<file path="src/rtl/bf_operand_feeder_if.sv">
// rtl/bf_operand_feeder_if.sv - coefficient stream, twiddle ROM and operand bus of the butterfly feeder
interface bf_operand_feeder_if #(
    parameter int DATA_WIDTH = 12,
    parameter int TW_AW      = 8,
    parameter int SW         = 2
);
    logic                    in_valid;
    logic                    in_ready;
    logic [DATA_WIDTH-1:0]   in_data;
    logic                    tw_rd;
    logic [TW_AW-1:0]        tw_addr;
    logic [3*DATA_WIDTH-1:0] tw_data;
    logic [DATA_WIDTH-1:0]   u0;
    logic [DATA_WIDTH-1:0]   v0;
    logic [DATA_WIDTH-1:0]   u1;
    logic [DATA_WIDTH-1:0]   v1;
    logic [DATA_WIDTH-1:0]   wa1;
    logic [DATA_WIDTH-1:0]   wa2;
    logic [DATA_WIDTH-1:0]   wa3;
    logic                    op_valid;
    logic                    bf_out_valid;
    logic [SW-1:0]           stage_idx;
    logic                    done;
    logic                    err_range;

    modport master (
        output in_valid, in_data, tw_data,
        input  in_ready, tw_rd, tw_addr, u0, v0, u1, v1, wa1, wa2, wa3,
               op_valid, bf_out_valid, stage_idx, done, err_range
    );

    modport slave (
        input  in_valid, in_data, tw_data,
        output in_ready, tw_rd, tw_addr, u0, v0, u1, v1, wa1, wa2, wa3,
               op_valid, bf_out_valid, stage_idx, done, err_range
    );
endinterface

</file>
<file path="src/rtl/bf_operand_feeder.sv">
// rtl/bf_operand_feeder.sv - packs coefficients into butterfly operand groups and fetches twiddles; optional FEEDER_MOD_CHECK_EN
module bf_operand_feeder #(
    parameter int DATA_WIDTH = 12,
    parameter int Q          = 3329,
    parameter int NGROUPS    = 64,
    parameter int NSTAGES    = 4,
    parameter int TW_AW      = 8,
    parameter int BF_LAT     = 4
) (
    input  logic              clk,
    input  logic              rst,
    bf_operand_feeder_if.slave bus
);
    localparam int GW = (NGROUPS > 1) ? $clog2(NGROUPS) : 1;
    localparam int SW = (NSTAGES > 1) ? $clog2(NSTAGES) : 1;
    localparam logic [DATA_WIDTH-1:0] QV = DATA_WIDTH'(Q);

    typedef enum logic [1:0] {FILL, FETCH, ISSUE} state_t;

    state_t                  state;
    state_t                  state_next;
    logic [1:0]              fill_cnt;
    logic [GW-1:0]           group;
    logic [SW-1:0]           stage;
    logic [DATA_WIDTH-1:0]   u0_q;
    logic [DATA_WIDTH-1:0]   v0_q;
    logic [DATA_WIDTH-1:0]   u1_q;
    logic [DATA_WIDTH-1:0]   v1_q;
    logic [DATA_WIDTH-1:0]   wa1_q;
    logic [DATA_WIDTH-1:0]   wa2_q;
    logic [DATA_WIDTH-1:0]   wa3_q;
    logic [TW_AW-1:0]        addr_q;
    logic                    done_q;
    logic                    in_ready_c;
    logic                    tw_rd_c;
    logic                    op_valid_c;
    logic                    accept;
    logic                    issue;
    logic                    last_group;
    logic                    last_stage;
    logic                    over;
    logic [DATA_WIDTH-1:0]   word;

    always_comb begin
        state_next = state;
        in_ready_c = 1'b0;
        tw_rd_c    = 1'b0;
        op_valid_c = 1'b0;
        case (state)
            FILL: begin
                in_ready_c = 1'b1;
                if (bus.in_valid && fill_cnt == 2'd3) state_next = FETCH;
            end
            FETCH: begin
                tw_rd_c    = 1'b1;
                state_next = ISSUE;
            end
            ISSUE: begin
                op_valid_c = 1'b1;
                state_next = FILL;
            end
            default: state_next = FILL;
        endcase
    end

    assign accept     = in_ready_c && bus.in_valid;
    assign issue      = op_valid_c;
    assign last_group = (group == GW'(NGROUPS - 1));
    assign last_stage = (stage == SW'(NSTAGES - 1));

`ifdef FEEDER_MOD_CHECK_EN
    logic err_q;

    // Inputs are below 2Q, so a single conditional subtraction reduces them.
    assign over = (bus.in_data >= QV);

    always_ff @(posedge clk) begin
        if (!rst) begin
            err_q <= 1'b0;
        end else if (accept && over) begin
            err_q <= 1'b1;
        end
    end

    assign bus.err_range = err_q;
`else
    assign over          = 1'b0;
    assign bus.err_range = 1'b0;
`endif

    assign word = bus.in_data - (over ? QV : '0);

    always_ff @(posedge clk) begin
        if (!rst) begin
            state    <= FILL;
            fill_cnt <= '0;
            group    <= '0;
            stage    <= '0;
            u0_q     <= '0;
            v0_q     <= '0;
            u1_q     <= '0;
            v1_q     <= '0;
            wa1_q    <= '0;
            wa2_q    <= '0;
            wa3_q    <= '0;
            addr_q   <= '0;
            done_q   <= 1'b0;
        end else begin
            state  <= state_next;
            done_q <= issue && last_group && last_stage;
            if (accept) begin
                case (fill_cnt)
                    2'd0:    u0_q <= word;
                    2'd1:    v0_q <= word;
                    2'd2:    u1_q <= word;
                    default: v1_q <= word;
                endcase
                fill_cnt <= fill_cnt + 2'd1;
                if (fill_cnt == 2'd3) begin
                    addr_q <= TW_AW'(stage) * TW_AW'(NGROUPS) + TW_AW'(group);
                end
            end
            if (issue) begin
                wa1_q <= bus.tw_data[DATA_WIDTH-1:0];
                wa2_q <= bus.tw_data[2*DATA_WIDTH-1:DATA_WIDTH];
                wa3_q <= bus.tw_data[3*DATA_WIDTH-1:2*DATA_WIDTH];
                group <= last_group ? '0 : group + 1'b1;
                if (last_group) begin
                    stage <= last_stage ? '0 : stage + 1'b1;
                end
            end
        end
    end

    // ROM data lands in the ISSUE cycle; it is forwarded then and held afterwards.
    assign bus.wa1 = issue ? bus.tw_data[DATA_WIDTH-1:0]              : wa1_q;
    assign bus.wa2 = issue ? bus.tw_data[2*DATA_WIDTH-1:DATA_WIDTH]   : wa2_q;
    assign bus.wa3 = issue ? bus.tw_data[3*DATA_WIDTH-1:2*DATA_WIDTH] : wa3_q;

    assign bus.in_ready  = in_ready_c;
    assign bus.tw_rd     = tw_rd_c;
    assign bus.tw_addr   = addr_q;
    assign bus.op_valid  = op_valid_c;
    assign bus.u0        = u0_q;
    assign bus.v0        = v0_q;
    assign bus.u1        = u1_q;
    assign bus.v1        = v1_q;
    assign bus.stage_idx = stage;
    assign bus.done      = done_q;

    generate
        if (BF_LAT == 0) begin : g_no_lat
            assign bus.bf_out_valid = op_valid_c;
        end else begin : g_lat
            logic [BF_LAT-1:0] lat_sr;

            always_ff @(posedge clk) begin
                if (!rst) begin
                    lat_sr <= '0;
                end else begin
                    lat_sr <= (lat_sr << 1) | BF_LAT'(op_valid_c);
                end
            end

            assign bus.bf_out_valid = lat_sr[BF_LAT-1];
        end
    endgenerate
endmodule

</file>
<file path="src/flat_wrapper.sv">
// flat-port wrapper written by rule: the top's interface ports become plain ports
module bf_operand_feeder_flat 
#(
    parameter int DATA_WIDTH = 12,
    parameter int Q          = 3329,
    parameter int NGROUPS    = 64,
    parameter int NSTAGES    = 4,
    parameter int TW_AW      = 8,
    parameter int BF_LAT     = 4
)
  (clk, rst, bus_in_valid, bus_in_data, bus_tw_data, bus_in_ready, bus_tw_rd, bus_tw_addr, bus_u0, bus_v0, bus_u1, bus_v1, bus_wa1, bus_wa2, bus_wa3, bus_op_valid, bus_bf_out_valid, bus_stage_idx, bus_done, bus_err_range);
  bf_operand_feeder_if #(.DATA_WIDTH(DATA_WIDTH), .TW_AW(TW_AW), .SW(2)) bus_i ();
  input  logic clk;
  input  logic rst;
  input wire logic [$bits(bus_i.in_valid)-1:0] bus_in_valid;
  input wire logic [$bits(bus_i.in_data)-1:0] bus_in_data;
  input wire logic [$bits(bus_i.tw_data)-1:0] bus_tw_data;
  output wire logic [$bits(bus_i.in_ready)-1:0] bus_in_ready;
  output wire logic [$bits(bus_i.tw_rd)-1:0] bus_tw_rd;
  output wire logic [$bits(bus_i.tw_addr)-1:0] bus_tw_addr;
  output wire logic [$bits(bus_i.u0)-1:0] bus_u0;
  output wire logic [$bits(bus_i.v0)-1:0] bus_v0;
  output wire logic [$bits(bus_i.u1)-1:0] bus_u1;
  output wire logic [$bits(bus_i.v1)-1:0] bus_v1;
  output wire logic [$bits(bus_i.wa1)-1:0] bus_wa1;
  output wire logic [$bits(bus_i.wa2)-1:0] bus_wa2;
  output wire logic [$bits(bus_i.wa3)-1:0] bus_wa3;
  output wire logic [$bits(bus_i.op_valid)-1:0] bus_op_valid;
  output wire logic [$bits(bus_i.bf_out_valid)-1:0] bus_bf_out_valid;
  output wire logic [$bits(bus_i.stage_idx)-1:0] bus_stage_idx;
  output wire logic [$bits(bus_i.done)-1:0] bus_done;
  output wire logic [$bits(bus_i.err_range)-1:0] bus_err_range;
  assign bus_i.in_valid = bus_in_valid;
  assign bus_i.in_data = bus_in_data;
  assign bus_i.tw_data = bus_tw_data;
  assign bus_in_ready = bus_i.in_ready;
  assign bus_tw_rd = bus_i.tw_rd;
  assign bus_tw_addr = bus_i.tw_addr;
  assign bus_u0 = bus_i.u0;
  assign bus_v0 = bus_i.v0;
  assign bus_u1 = bus_i.u1;
  assign bus_v1 = bus_i.v1;
  assign bus_wa1 = bus_i.wa1;
  assign bus_wa2 = bus_i.wa2;
  assign bus_wa3 = bus_i.wa3;
  assign bus_op_valid = bus_i.op_valid;
  assign bus_bf_out_valid = bus_i.bf_out_valid;
  assign bus_stage_idx = bus_i.stage_idx;
  assign bus_done = bus_i.done;
  assign bus_err_range = bus_i.err_range;
  bf_operand_feeder #(.DATA_WIDTH(DATA_WIDTH), .Q(Q), .NGROUPS(NGROUPS), .NSTAGES(NSTAGES), .TW_AW(TW_AW), .BF_LAT(BF_LAT)) u_core (.clk(clk), .rst(rst), .bus(bus_i));
endmodule
</file>
<file path="config.mk">
export PLATFORM = sky130hd
export DESIGN_NAME = bf_operand_feeder_flat
export DESIGN_NICKNAME = d
export VERILOG_FILES = /design/src/rtl/bf_operand_feeder_if.sv /design/src/rtl/bf_operand_feeder.sv /design/src/flat_wrapper.sv
export SDC_FILE = /design/constraint.sdc
export NUM_CORES = 1
export LEC_CHECK = 0
export ABC_AREA = 0
export CORE_MARGIN = 5
export CORE_UTILIZATION = 40
export DETAILED_ROUTE_END_ITERATION = 8
export GPL_ROUTABILITY_DRIVEN = 0
export GPL_TIMING_DRIVEN = 1
export PLACE_DENSITY_LB_ADDON = 0.15
export SYNTH_ARGS = -nofsm -noshare
export SYNTH_HDL_FRONTEND = slang
export SYNTH_SLANG_ARGS = --single-unit
export TNS_END_PERCENT = 10
</file>
<file path="constraint.sdc">
create_clock -name clk -period 1.74 [get_ports clk]
set_clock_uncertainty 0.05 [all_clocks]
set_input_delay 0.174 -clock clk [delete_from_list [all_inputs] [get_ports clk]]
set_output_delay 0.174 -clock clk [all_outputs]
set_load 0.05 [all_outputs]
</file>
==> metrics.md, run 1 <==
| Metric | Value |
|---|---|
| Run status | complete, but fails checks |
| Violations in the final reports | setup timing |
| Max Cap Viol | 0 |
| Global routing usage summed across all routing layers | 15.7% |
| Dominant cell type by area after synthesis | dfxtp_1 |
| Post-CTS Repair Setup Buffers | 0 |
| Total power | 4.73 mW |
| Worst Reg2Reg Path Length in Cells | 4 |
| Total setup violations reported at the end of the flow | 36 |
| Slew at the pin with the worst max-slew slack | 0.515 ns |
| Ant diodes | 0 |
| Number of global-route vias before repair | 3404 |
| Worst Path Class, Setup | reg -> out |
| Wire length of the first global-routing pass | 16200 um |
| Arrival time of the worst setup path | 1.68 ns |
| Pin count of the biggest net entering global routing | 42 |
| Largest buffer count on any clock path | 2 |
| Leading cell type in the layout, fill and taps excluded | dfxtp_1 |
| Share of layout cells above drive strength 1 | 23.1% |
| Worst slack at placement | 0.145 ns |
| Number of cells on the worst hold path | 1 |
| Req. time, crit path | 1.52 ns |
| Row count | 37 |
| Reported net switching power | 1.20 mW |
| Residual DRC | 0 |
| Setup repair after global routing missed its margin | yes |
| Clock tree from TritonCTS | yes |
| Fillcell total | 912 |
| Count of H-tree levels built during CTS | 3 |
| Detailed router's first-iteration violation count | 125 |
| Clock root buffer master | clkbuf_8 |
| Overflow after GRT | 0 |
| Drt wl/cell | 14.3 um |
| Die width | 112 um |
| Clock slew at the register clock pins of the worst setup and hold paths | 0.09 ns |
| Setup crit start kind | register |
| Number of hold buffers added after cts | 0 |
| Number of antenna violations at the first check in global routing | 0 |
| Detailed Routing Iterations Pass 1 | 4 |
| Average vias per placed instance | 4.73 |
| Worst setup margin | -0.168 ns |
| Worst min path class | reg -> reg |
| Sequential-to-total area share from yosys stat | 52.6% |
| Antenna viol nets, final | 0 |
| Register bit count reported by yosys | 109 |
| Maximum frequency from static timing analysis | 0.524 GHz |
| Synth Instances | 435 |
| Final Hold Vio Count | 0 |
| Area added between synthesis and finish | 47.8% |
| Nets in the synthesized netlist | 493 |
| Commonest cells after routing, fill and taps aside | dfxtp_1, nand2_1, buf_4 |
| Post-synth top area share | 52.6% |
| Minimum setup slack among reg-to-reg paths | 0.25 ns |
| Post-route fraction of the period consumed by the critical path | 110% |
| Initial cell density of the core | 40.5% |
| Max Fanout on Critical Path | 19 |
| IO Count | 151 |
| Switching Fraction | 25.3% |
| Synth area leaders | dfxtp_1, mux2_1, nand2_1 |
| Critical Path Sink Type | output pin |
| Final Slew Violations | 0 |
| Number of vias after detailed routing | 3447 |
| Max IR drop VDD | 0.419 mV |
| Clk_lat worst skew | 0.35 ns |
| Buffers added on ports | 149 |
| Max-Slew Margin vs Limit | 65.6% |
| Average cell area after synthesis | 9.53 sq um |
| Internal Pwr Total | 3.54 mW |
| Power share of the sequential group | 54.6% |
| Die Area | 0.0125 sq mm |
| Post-route setup TNS | -4.71 ns |
| Cell Area, Synth | 0.00415 sq mm |
| Vertical die dimension | 112 um |
| Pwr/cell area | 772 mW/mm^2 |
| Final-stage net count | 647 |
| Detailed placer's ending HPWL | 7580 um |
| CORE AREA | 0.0102 sq mm |
| Aggregate routed wire length | 10400 um |
| Synth cell types | 33 |
| Combinational share of power | 13.0% |
| Clock network fraction of total power | 32.4% |
| Final Critical Period | 1.91 ns |
| CTS Sinks | 109 |
| YS warnings | 0 |
| Static leakage power | 2.80 nW |
| Number of CTS-inserted buffers | 9 |
[synthesized netlist by cell type]
master and count:
dfxtp_1 109, nand2_1 102, a21oi_1 51, and2_1 42, mux2_1 36, clkbuf_1 15
nor2_1 15, mux2i_1 11, buf_2 10, ha_1 7, and4bb_1 4, nand4bb_1 4
o21ai_0 4, inv_1 3, or3_1 2, or4_1 2, xnor2_1 2, a31oi_1 1
and2b_1 1, buf_4 1, buf_6 1, conb_1 1, inv_2 1, nand3_1 1
nand3b_1 1, nand3b_4 1, nand4b_1 1, nor2b_1 1, nor3_1 1, nor3b_1 1
nor4bb_1 1, o211ai_1 1, xor2_1 1
[stage by stage]
step,instance area [sq um],hold slack [ns],cells,utilization [%]
detailed placement,5720,0.374,713,55.9
CTS,5940,0.396,728,58.1
floorplan,4150,0.260,435,-
finish,6130,0.391,729,59.9
global placement,5720,0.366,713,55.9
global route,6130,0.417,729,59.9
[worst max-delay path: stages (launching register included)]
cell	delay [ns]
dfxtp_1	0.32
and2b_2	0.27
clkbuf_16	0.22
mux2_2	0.37
buf_6	0.16
[sequential cells by signal, summed over array words and instances, names as in the netlist]
| register | flops |
|---|---|
| u_core.bus.done | 1 |
| u_core.bus.u1 | 12 |
| u_core.bus.u0 | 12 |
| u_core.group | 6 |
| u_core.bus.v0 | 12 |
| u_core.bus.v1 | 12 |
| u_core.fill_cnt | 2 |
| u_core.g_lat.lat_sr | 4 |
| u_core.bus.stage_idx | 2 |
| u_core.wa1_q | 12 |
| u_core.bus.tw_addr | 8 |
| u_core.wa3_q | 12 |
| u_core.state | 2 |
| u_core.wa2_q | 12 |
[path summary, 6_finish.rpt]
| path | to | start |
|---|---|---|
| max | bus_wa3[6] | u_core.state[0]$_SDFFE_PN0P_ |
| min | u_core.g_lat.lat_sr[1]$_SDFF_PN0_ | u_core.g_lat.lat_sr[0]$_SDFF_PN0_ |
| max reg2reg | u_core.wa3_q[6]$_SDFF_PN0_ | u_core.state[0]$_SDFFE_PN0P_ |
| min reg2reg | u_core.g_lat.lat_sr[1]$_SDFF_PN0_ | u_core.g_lat.lat_sr[0]$_SDFF_PN0_ |
[layer usage]
layer  wire length [um]  global-route usage [%]  up-vias
li1                   -                       -     1737
met1               4350                    18.4     1600
met2               5210                    27.2      100
met3                724                    5.49       10
met4                144                    4.46        0
met5                  0                       0        -
[final cells by class]
cell class	count	area (sq um)	area share, %
Tap cell	136	170	2.78
Multi-Input combinational cell	295	1890	30.8
Timing Repair Buffer	170	1670	27.3
Sequential cell	109	2180	35.6
Clock buffer	12	155	2.53
Inverter	4	15.0	0.245
Clock inverter	3	45.0	0.735
[power by group through the flow]
stage	Clock (mW)	Sequential (mW)	Combinational, mW
4_1_cts	1.58	2.58	0.615
6_report	1.53	2.58	0.616
5_1_grt	1.69	2.59	0.661
3_5_place_dp	0	2.64	0.626
3_3_place_gp	0	2.64	0.619
2_1_floorplan	0	2.79	0.187
[kinds of logic after synthesis]
kind of cell	synth area share (%)
other cells	0.0904
simple gates	21.8
compound gates	6.97
mux	12.4
flops	52.6
xor+xnor	0.634
fa+ha+maj	2.11
buf+inv	3.38
[what timing repair did]
item	in CTS	in global routing
setup endpoints to repair	55	49
gates cloned	0	1
resized for setup	31	71
Note: power is estimated with default switching activity, not from simulation.
==> inputs of run 2 (changes only) <==
--- a/config.mk
+++ b/config.mk
@@ -10,7 +10,7 @@
 export CORE_UTILIZATION = 40
 export DETAILED_ROUTE_END_ITERATION = 8
 export GPL_ROUTABILITY_DRIVEN = 0
-export GPL_TIMING_DRIVEN = 1
+export GPL_TIMING_DRIVEN = 0
 export PLACE_DENSITY_LB_ADDON = 0.15
 export SYNTH_ARGS = -nofsm -noshare
 export SYNTH_HDL_FRONTEND = slang
==> metrics.md, run 2 (synthesized netlist as in run 1, its figures left out) <==
| Metric | Value |
|---|---|
| Setup repair after global routing missed its margin | yes |
| Pwr/cell area | 756 mW/mm^2 |
| Total setup violations reported at the end of the flow | 36 |
| Run status | complete, but fails checks |
| Worst min path class | reg -> reg |
| Buffers added on ports | 149 |
| Slew at the pin with the worst max-slew slack | 0.540 ns |
| Row count | 37 |
| Number of global-route vias before repair | 3433 |
| Average vias per placed instance | 4.71 |
| Pin count of the biggest net entering global routing | 19 |
| Max Fanout on Critical Path | 6 |
| Post-route setup TNS | -7.39 ns |
| Clock tree from TritonCTS | yes |
| Fillcell total | 908 |
| Clock slew at the register clock pins of the worst setup and hold paths | 0.10 ns |
| Worst slack at placement | -0.591 ns |
| Drt wl/cell | 14.9 um |
| CTS Sinks | 109 |
| Number of antenna violations at the first check in global routing | 0 |
| Req. time, crit path | 1.52 ns |
| Largest buffer count on any clock path | 2 |
| Antenna viol nets, final | 0 |
| Number of vias after detailed routing | 3522 |
| IO Count | 151 |
| Vertical die dimension | 112 um |
| Total power | 4.87 mW |
| Final-stage net count | 665 |
| Number of hold buffers added after cts | 0 |
| Residual DRC | 0 |
| Post-route fraction of the period consumed by the critical path | 114% |
| Placed cell area | 0.00581 sq mm |
| Violations in the final reports | setup timing |
| Number of CTS-inserted buffers | 9 |
| Area added between synthesis and finish | 55.4% |
| Number of placed instances with taps included | 720 |
| Overflow after GRT | 0 |
| Post-Layout Cell Count | 748 |
| Clk_lat worst skew | 0.35 ns |
| Setup crit start kind | register |
| Final Critical Period | 1.98 ns |
| Ant diodes | 0 |
| Final Hold Vio Count | 0 |
| Worst setup margin | -0.244 ns |
| Final std cell area, no fill | 0.00644 sq mm |
| Detailed router's first-iteration violation count | 86 |
| Max Cap Viol | 0 |
| Static leakage power | 2.88 nW |
| Die Area | 0.0125 sq mm |
| Max-Slew Margin vs Limit | 64.0% |
| Die width | 112 um |
| Fraction of the core area covered by cells at the end of the flow | 63.0% |
| Worst Path Class, Setup | reg -> out |
| Share of layout cells above drive strength 1 | 20.3% |
| Final Slew Violations | 0 |
| Aggregate routed wire length | 11200 um |
| CORE AREA | 0.0102 sq mm |
| Detailed Routing Iterations Pass 1 | 5 |
| Arrival time of the worst setup path | 1.76 ns |
| Count of H-tree levels built during CTS | 3 |
| Critical Path Sink Type | output pin |
| Maximum frequency from static timing analysis | 0.504 GHz |
| Leading cell type in the layout, fill and taps excluded | dfxtp_1 |
| Detailed placer's ending HPWL | 8110 um |
| Wire length of the first global-routing pass | 16900 um |
| Max IR drop VDD | 0.539 mV |
| Initial cell density of the core | 40.5% |
| Commonest cells after routing, fill and taps aside | dfxtp_1, nand2_1, dlygate4sd2_1 |
| Worst Hold Slack | 0.391 ns |
| Clock root buffer master | clkbuf_8 |
| Global routing usage summed across all routing layers | 16.5% |
-- run 2: changes by cell type in the layout (fill, tap and decap cells not counted), moves of 6 or more --
cell,before,now
buf_8,0,30
buf_2,0,6
dlygate4sd2_1,19,55
mux2_4,15,32
mux2_2,16,4
dlymetal6s2s_1,13,5
buf_6,31,14
clkbuf_1,1,13
buf_4,52,10
-- run 2: final timing paths --
check	from	to	slack, ns	depth (start not counted)
hold / removal	u_core.g_lat.lat_sr[1]$_SDFF_PN0_	u_core.g_lat.lat_sr[2]$_SDFF_PN0_	0.39	1
hold reg to reg	u_core.g_lat.lat_sr[1]$_SDFF_PN0_	u_core.g_lat.lat_sr[2]$_SDFF_PN0_	0.39	1
setup reg to reg	u_core.group[0]$_SDFFE_PN0P_	u_core.bus.stage_idx[0]$_SDFFE_PN0P_	0.05	4
setup / recovery	u_core.state[0]$_SDFFE_PN0P_	bus_wa2[0]	-0.24	5
-- run 2: where the power goes --
part	switching [mW]	internal, mW	total (mW)
combinational	0.371	0.236	0.607
clock	0.866	0.819	1.68
sequential	0.0338	2.55	2.58
-- run 2: what timing repair did --
| item | in CTS | in global routing |
|---|---|---|
| gates resized for setup | 333 | 111 |
| setup buffers | 0 | 9 |
| cloned | 0 | 3 |
| setup endpoints to repair | 94 | 65 |
| pin swaps | 0 | 0 |
-- run 2: area by class of cell --
cell class	instances	area, sq um	share of cell area (%)
sequential	109	2190	34.0
multi-input combinational	295	1960	30.3
timing repair buffer	161	1720	26.7
buffer	27	170	2.64
tap	136	170	2.64
clock buffer	9	124	1.92
clock inverter	7	98.8	1.53
inverter	4	15.0	0.233
-- run 2: per-layer routing --
metal,up-vias,global-route usage (%),part of all wire [%]
met1,1632,19.4,43
met4,0,4.87,1.4
met3,12,5.49,7.0
met2,101,28.5,49
li1,1777,-,-
met5,-,0,0
-- run 2: critical path: stages (launching register included) --
cell and delay (ns):
dfxtp_4 0.35, and2b_4 0.29, buf_6 0.13, clkbuf_16 0.15
mux2_4 0.32, buf_6 0.16
==> patch 1 (settings of run 2) <==
Build with the macro `FEEDER_MOD_CHECK_EN` defined.
--- a/src/rtl/bf_operand_feeder.sv
+++ b/src/rtl/bf_operand_feeder.sv
@@ -1,4 +1,6 @@
 // rtl/bf_operand_feeder.sv - packs coefficients into butterfly operand groups and fetches twiddles; optional FEEDER_MOD_CHECK_EN
+`define FEEDER_MOD_CHECK_EN
+
 module bf_operand_feeder #(
     parameter int DATA_WIDTH = 12,
     parameter int Q          = 3329,
Check against the original RTL: not equivalent (Yosys sat finds a counterexample within 4 cycles, from zero or initial values and one cycle with rst low).
==> patch 1 against run 2 <==
Worst setup slack got worse by 0.082 ns; die area is 3.6% higher; power up 3.5%; sequential cell count grew 1; non-clock buffer count grew 1; global-route usage grew 1.6 points; area after synthesis increased by 3.9%; cell area is 2.5% higher; first-iteration DRC count increased by 65%; largest cell class is now multi-input gates; critical path type is now in2reg; the flow still finishes with violations (setup timing); routed wire length rose by 7.9%; highest routed layer unchanged.
==> patch 1: results (changes against run 2) <==
stage,metric,value,unit,change
detailed_routing,first drt pass iteration count,4,,-1
setup_path,max incr delay on CP,0.34,ns,
setup_path,Worst EP arrival,2.31,ns,+0.55 ns
detailed_routing,drt wl/cell,15.9,um,+6.5%
min_path,Hold/Removal Path Class,in2reg,,
placement,hpwl dp,8970,um,+11%
global_routing,met1 global-route usage,0.234,,+0.0395
logic_synthesis,sequential-to-total area share from yosys stat,0.511,,-0.0152
min_path,WHS Endpoint,u_core.bus.u1[2]$_SDFFE_PN0P_,,
logic_synthesis,Mapped Nets,505,,+2.4%
detailed_routing,Detailed Route Iter0 Violations,142,,+65%
setup_path,crit path max fanout,4,,-2
setup_path,reg-to-reg critical path startpoint,u_core.state[0]$_SDFFE_PN0P_,,
placement,DP Worst Slack,-1.59,ns,-0.999 ns
sta,Fin Setup TNS,-12.92,ns,-5.52 ns
clock_network,CTS Buffer Depth,2,,unchanged
global_routing,vias in the first global route,3542,,+3.2%
logic_synthesis,Yosys cell types,35,,+6.1%
sta,setup ws final,-0.326,ns,-0.0818 ns
final_layout,Nets,679,,+2.1%
setup_path,Reg2Reg Capture Point,u_core.bus.v1[6]$_SDFFE_PN0P_,,
final_layout,share of cells above drive strength 1,0.257,,+0.0546
status,status,"complete, but fails checks",,
sta,worst rel slew slack,0.635,,-0.00494
sta,Setup-failing EPs final,70,,+94%
min_path,hold_sp,bus_in_data[2],,
setup_path,R2R depth,6,,+2
global_routing,grt met3 use,0.0477,,-0.00715
global_routing,first-pass GRT wire length,18700,um,+10%
pwr,leakage,2.85,nW,-0.95%
global_routing,gr usage total,0.181,,+0.0161
detailed_routing,Vias,3698,,+5.0%
global_routing,met2 usage,0.300,,+0.0154
placement,Post-DP Area,6050,sq um,+4.0%
logic_synthesis,synth cell count leaders,"110 x dfxtp_1, 52 x nor2_1, 50 x and2_1, 37 x nand2_1",,
global_routing,largest net degree at the start of global routing,20,,+1
setup_path,reg2reg setup slack,0.01,ns,-0.04 ns
pwr,Sw Ratio,0.301,,+0.0404
status,violated checks,setup timing,,
clock_network,Worst-Skew Late Latency,0.36,ns,
final_layout,FILL cells,915,,+0.77%
logic_synthesis,largest cells by area after synthesis,"dfxtp_1 51%, mux2_2 9.4%, and2_1 7.3%",,
logic_synthesis,Syn Area/Cell,9.73,sq um,+2.0%
pwr,peak supply drop,0.398,mV,-26%
setup_path,CP max-delay cell,o31ai_4,,
min_path,Hold Path Cell Cnt,3,,+2
[patch 1: cell type report]
type | count | area (sq um) | share of cell area
timing repair buffer | 163 | 1570 | 0.238
inverter | 6 | 22.5 | 0.00341
multi-input combinational | 301 | 2240 | 0.339
clock buffer | 10 | 138 | 0.0208
sequential | 110 | 2200 | 0.333
tap | 136 | 170 | 0.0257
buffer | 26 | 206 | 0.0312
clock inverter | 6 | 51.3 | 0.00776
[patch 1: routing by layer]
| metal | vias to the layer above | wire length [um] |
|---|---|---|
| li1 | 1847 | - |
| met1 | 1731 | 5360 |
| met2 | 107 | 5850 |
| met3 | 13 | 696 |
| met4 | 0 | 147 |
| met5 | - | 0 |
[patch 1: worst reg2reg max path, stage by stage, from the launching register on]
cell	delay [ns]
dfxtp_1	0.39
nor3b_4	0.29
clkbuf_4	0.26
and2_1	0.19
clkbuf_4	0.22
nor2_1	0.05
a211oi_1	0.21
[patch 1: logic make-up after synthesis]
group           after synthesis  share of synthesized area
xor+xnor                     13                     0.0264
buf+inv                      32                     0.0282
simple gates                166                      0.192
fa+ha+maj                    11                     0.0319
flops                       110                      0.511
compound gates               72                      0.109
mux                          39                      0.101
[patch 1: worst max-delay path by stage]
stage | from | endpoint | slack, ns | cells after the start
global placement | bus_in_data[4] | u_core.bus.u0[11]$_SDFFE_PN0P_ | -1.51 | 10
CTS | bus_in_data[6] | u_core.bus.u0[11]$_SDFFE_PN0P_ | -0.25 | 10
global route | bus_in_data[7] | u_core.bus.v0[10]$_SDFFE_PN0P_ | -0.40 | 13
floorplan | bus_in_data[6] | u_core.bus.u0[11]$_SDFFE_PN0P_ | -0.60 | 9
finish | bus_in_data[3] | u_core.bus.v0[10]$_SDFFE_PN0P_ | -0.33 | 11
detailed placement | bus_in_data[4] | u_core.bus.v1[11]$_SDFFE_PN0P_ | -1.59 | 10
[patch 1: through the flow]
| step | hold slack, ns | util | total power, mW |
|---|---|---|---|
| final | 0.139 | 0.634 | 5.04 |
| after global routing | 0.117 | 0.634 | 5.26 |
| after CTS | 0.121 | 0.618 | 5.03 |
| after detailed placement | 0.369 | 0.580 | 3.56 |
| after global placement | 0.364 | 0.580 | 3.55 |
| after floorplan | 0.277 | - | 3.20 |
[patch 1: repair_timing]
action                     4_1_cts  5_1_grt
cloned                           0        0
setup endpoints to repair      202       90
pin swaps                       17       13
setup buffers                    6        7
gates resized for setup        408       31
[patch 1: power by group through the flow]
stage / logic (mW) / clock network (mW) / registers [mW]
finish: 0.922 / 1.49 / 2.64
global route: 0.976 / 1.63 / 2.65
CTS: 0.855 / 1.54 / 2.64
detailed placement: 0.866 / 0 / 2.70
global placement: 0.857 / 0 / 2.69
floorplan: 0.271 / 0 / 2.92
==> patch 2 (settings of run 2) <==
Without the edit above. Encoding of `state_t`: now one-hot (3 bits for 3 states).
--- a/src/rtl/bf_operand_feeder.sv
+++ b/src/rtl/bf_operand_feeder.sv
@@ -15,7 +15,7 @@
     localparam int SW = (NSTAGES > 1) ? $clog2(NSTAGES) : 1;
     localparam logic [DATA_WIDTH-1:0] QV = DATA_WIDTH'(Q);
 
-    typedef enum logic [1:0] {FILL, FETCH, ISSUE} state_t;
+    typedef enum logic [2:0] {FILL = 3'b001, FETCH = 3'b010, ISSUE = 3'b100} state_t;
 
     state_t                  state;
     state_t                  state_next;
Behaviour: same outputs for any inputs over 4 cycles, from zero or initial values and one cycle with rst low; so few cycles prove little.
==> patch 2 against run 2 <==
The flow still finishes with violations (setup timing); highest routed layer unchanged; maximum frequency down 8.8%; count of clock-buffer cells in the layout up 1; sequential power about the same; worst setup slack worse by 0.19 ns; global-route usage up 1.8 points; largest cell class unchanged; routed wire length up 13%; via count up 12%; cell area up 3.4%; power down 5.6%; synthesized cell count up 5.7%; sequential cell count up 1; area after synthesis up 3.5%.
==> patch 2: results (changes against run 2) <==
stage,metric,value,unit,change
status,status,"complete, but fails checks",,
status,violated checks,setup timing,,
pwr,Sw Ratio,0.279,,+0.0187
placement,DP Worst Slack,-0.694,ns,-0.103 ns
min_path,Hold/Removal Path Class,in2reg,,
min_path,hold_sp,rst,,
logic_synthesis,Yosys cell types,35,,+6.1%
logic_synthesis,Syn Area/Cell,9.33,sq um,-2.1%
logic_synthesis,sequential-to-total area share from yosys stat,0.513,,-0.0133
global_routing,largest net degree at the start of global routing,20,,+1
pwr,peak supply drop,0.559,mV,+3.7%
setup_path,Worst Setup SP,u_core.state[1]$_SDFFE_PN0P_,,
logic_synthesis,largest cells by area after synthesis,"dfxtp_1 51%, mux2_2 9.4%, a21oi_1 7.2%",,
sta,setup ws final,-0.436,ns,-0.192 ns
sta,actual slew at the worst max-slew pin,0.564,ns,+0.0240 ns
placement,hpwl dp,8940,um,+10%
sta,worst hold slack,0.388,ns,-0.00370 ns
logic_synthesis,Mapped Nets,518,,+5.1%
setup_path,CP max-delay cell,or3b_1,,
final_layout,share of cells above drive strength 1,0.220,,+0.0175
global_routing,first-pass GRT wire length,19300,um,+14%
min_path,WHS Endpoint,u_core.group[4]$_SDFFE_PN0P_,,
sta,Fin Setup TNS,-15.15,ns,-7.75 ns
setup_path,R2R depth,7,,+3
detailed_routing,drt wl/cell,16.4,um,+9.7%
setup_path,reg2reg setup slack,-0.06,ns,-0.11 ns
detailed_routing,Detailed Route Iter0 Violations,207,,+140%
sta,Setup-failing EPs final,42,,+17%
global_routing,gr usage total,0.183,,+0.0181
placement,Placed Cells,745,,+3.5%
==> patch 2: cell types whose count changed after synthesis, moves of 6 or more <==
cell	before	now
nand3_1	1	58
mux2i_1	11	3
a21oi_1	51	62
o21ai_0	4	57
nor2_1	15	3
inv_1	3	9
nand2_1	102	14
buf_2	10	3
clkbuf_1	15	26
mux2_2	0	36
mux2_1	36	0
==> patch 2: worst max-delay path: cells and delay by family, from the launching register on <==
kind	cells	cell delay (ns)
flops	1	0.34
simple gates	1	0.38
mux	1	0.32
buf+inv	4	0.54
==> patch 2: kinds of logic (layout without fill, tap and decap cells) <==
logic type               count (synthesis)  count (layout)  share of synthesized area
AND/OR/NAND/NOR                        129             129                      0.166
AO/OA/AOI/OAI                          124             124                      0.147
flip-flops                             110             110                      0.513
buffers and inverters                   49             225                     0.0490
multiplexers                            39              39                      0.101
adder cells (fa/ha/maj)                  7               7                     0.0204
other                                    1               1                   0.000874
XOR/XNOR                                 1               1                    0.00204
==> patch 2: how the worst max path moves through the flow <==
stage                                 end  cells after the start
4_1_cts                        bus_wa3[8]                      6
3_5_place_dp                   bus_wa2[9]                      6
3_3_place_gp                   bus_wa2[9]                      6
2_1_floorplan  u_core.wa1_q[0]$_SDFF_PN0_                      6
6_report                       bus_wa1[2]                      6
5_1_grt                        bus_wa2[0]                      6
==> patch 2: cell type report <==
type                    instances  area share
well taps                     136      0.0255
clock inverters                 6     0.00826
plain buffers                  39      0.0383
clock buffers                  10      0.0192
inverters                      10     0.00789
flip-flops and latches        110       0.331
multi-input cells             301       0.311
repair buffers                160       0.258
==> patch 2: per-layer routing <==
metal / vias to the layer above / routed length, um / GRT usage
met3: 15 / 916 / 0.0483
met1: 1853 / 5250 / 0.224
li1: 1933 / - / -
met5: - / 0 / 0
met2: 159 / 6330 / 0.320
met4: 0 / 153 / 0.0433
==> patch 2: timing repair <==
action                                  in CTS  in global routing
endpoints found under the setup margin     132                104
cloned                                       1                  2
setup buffers                                4                  4
hold endpoints to repair                     0                  0
pin swaps                                    1                  0
gates resized for setup                    362                 92
==> patch 2: power groups by stage <==
stage / combinational (mW) / sequential (mW) / clock (mW)
6_report: 0.557 / 2.58 / 1.46
5_1_grt: 0.596 / 2.58 / 1.60
4_1_cts: 0.544 / 2.58 / 1.50
3_5_place_dp: 0.559 / 2.64 / 0
3_3_place_gp: 0.553 / 2.64 / 0
2_1_floorplan: 0.166 / 2.76 / 0
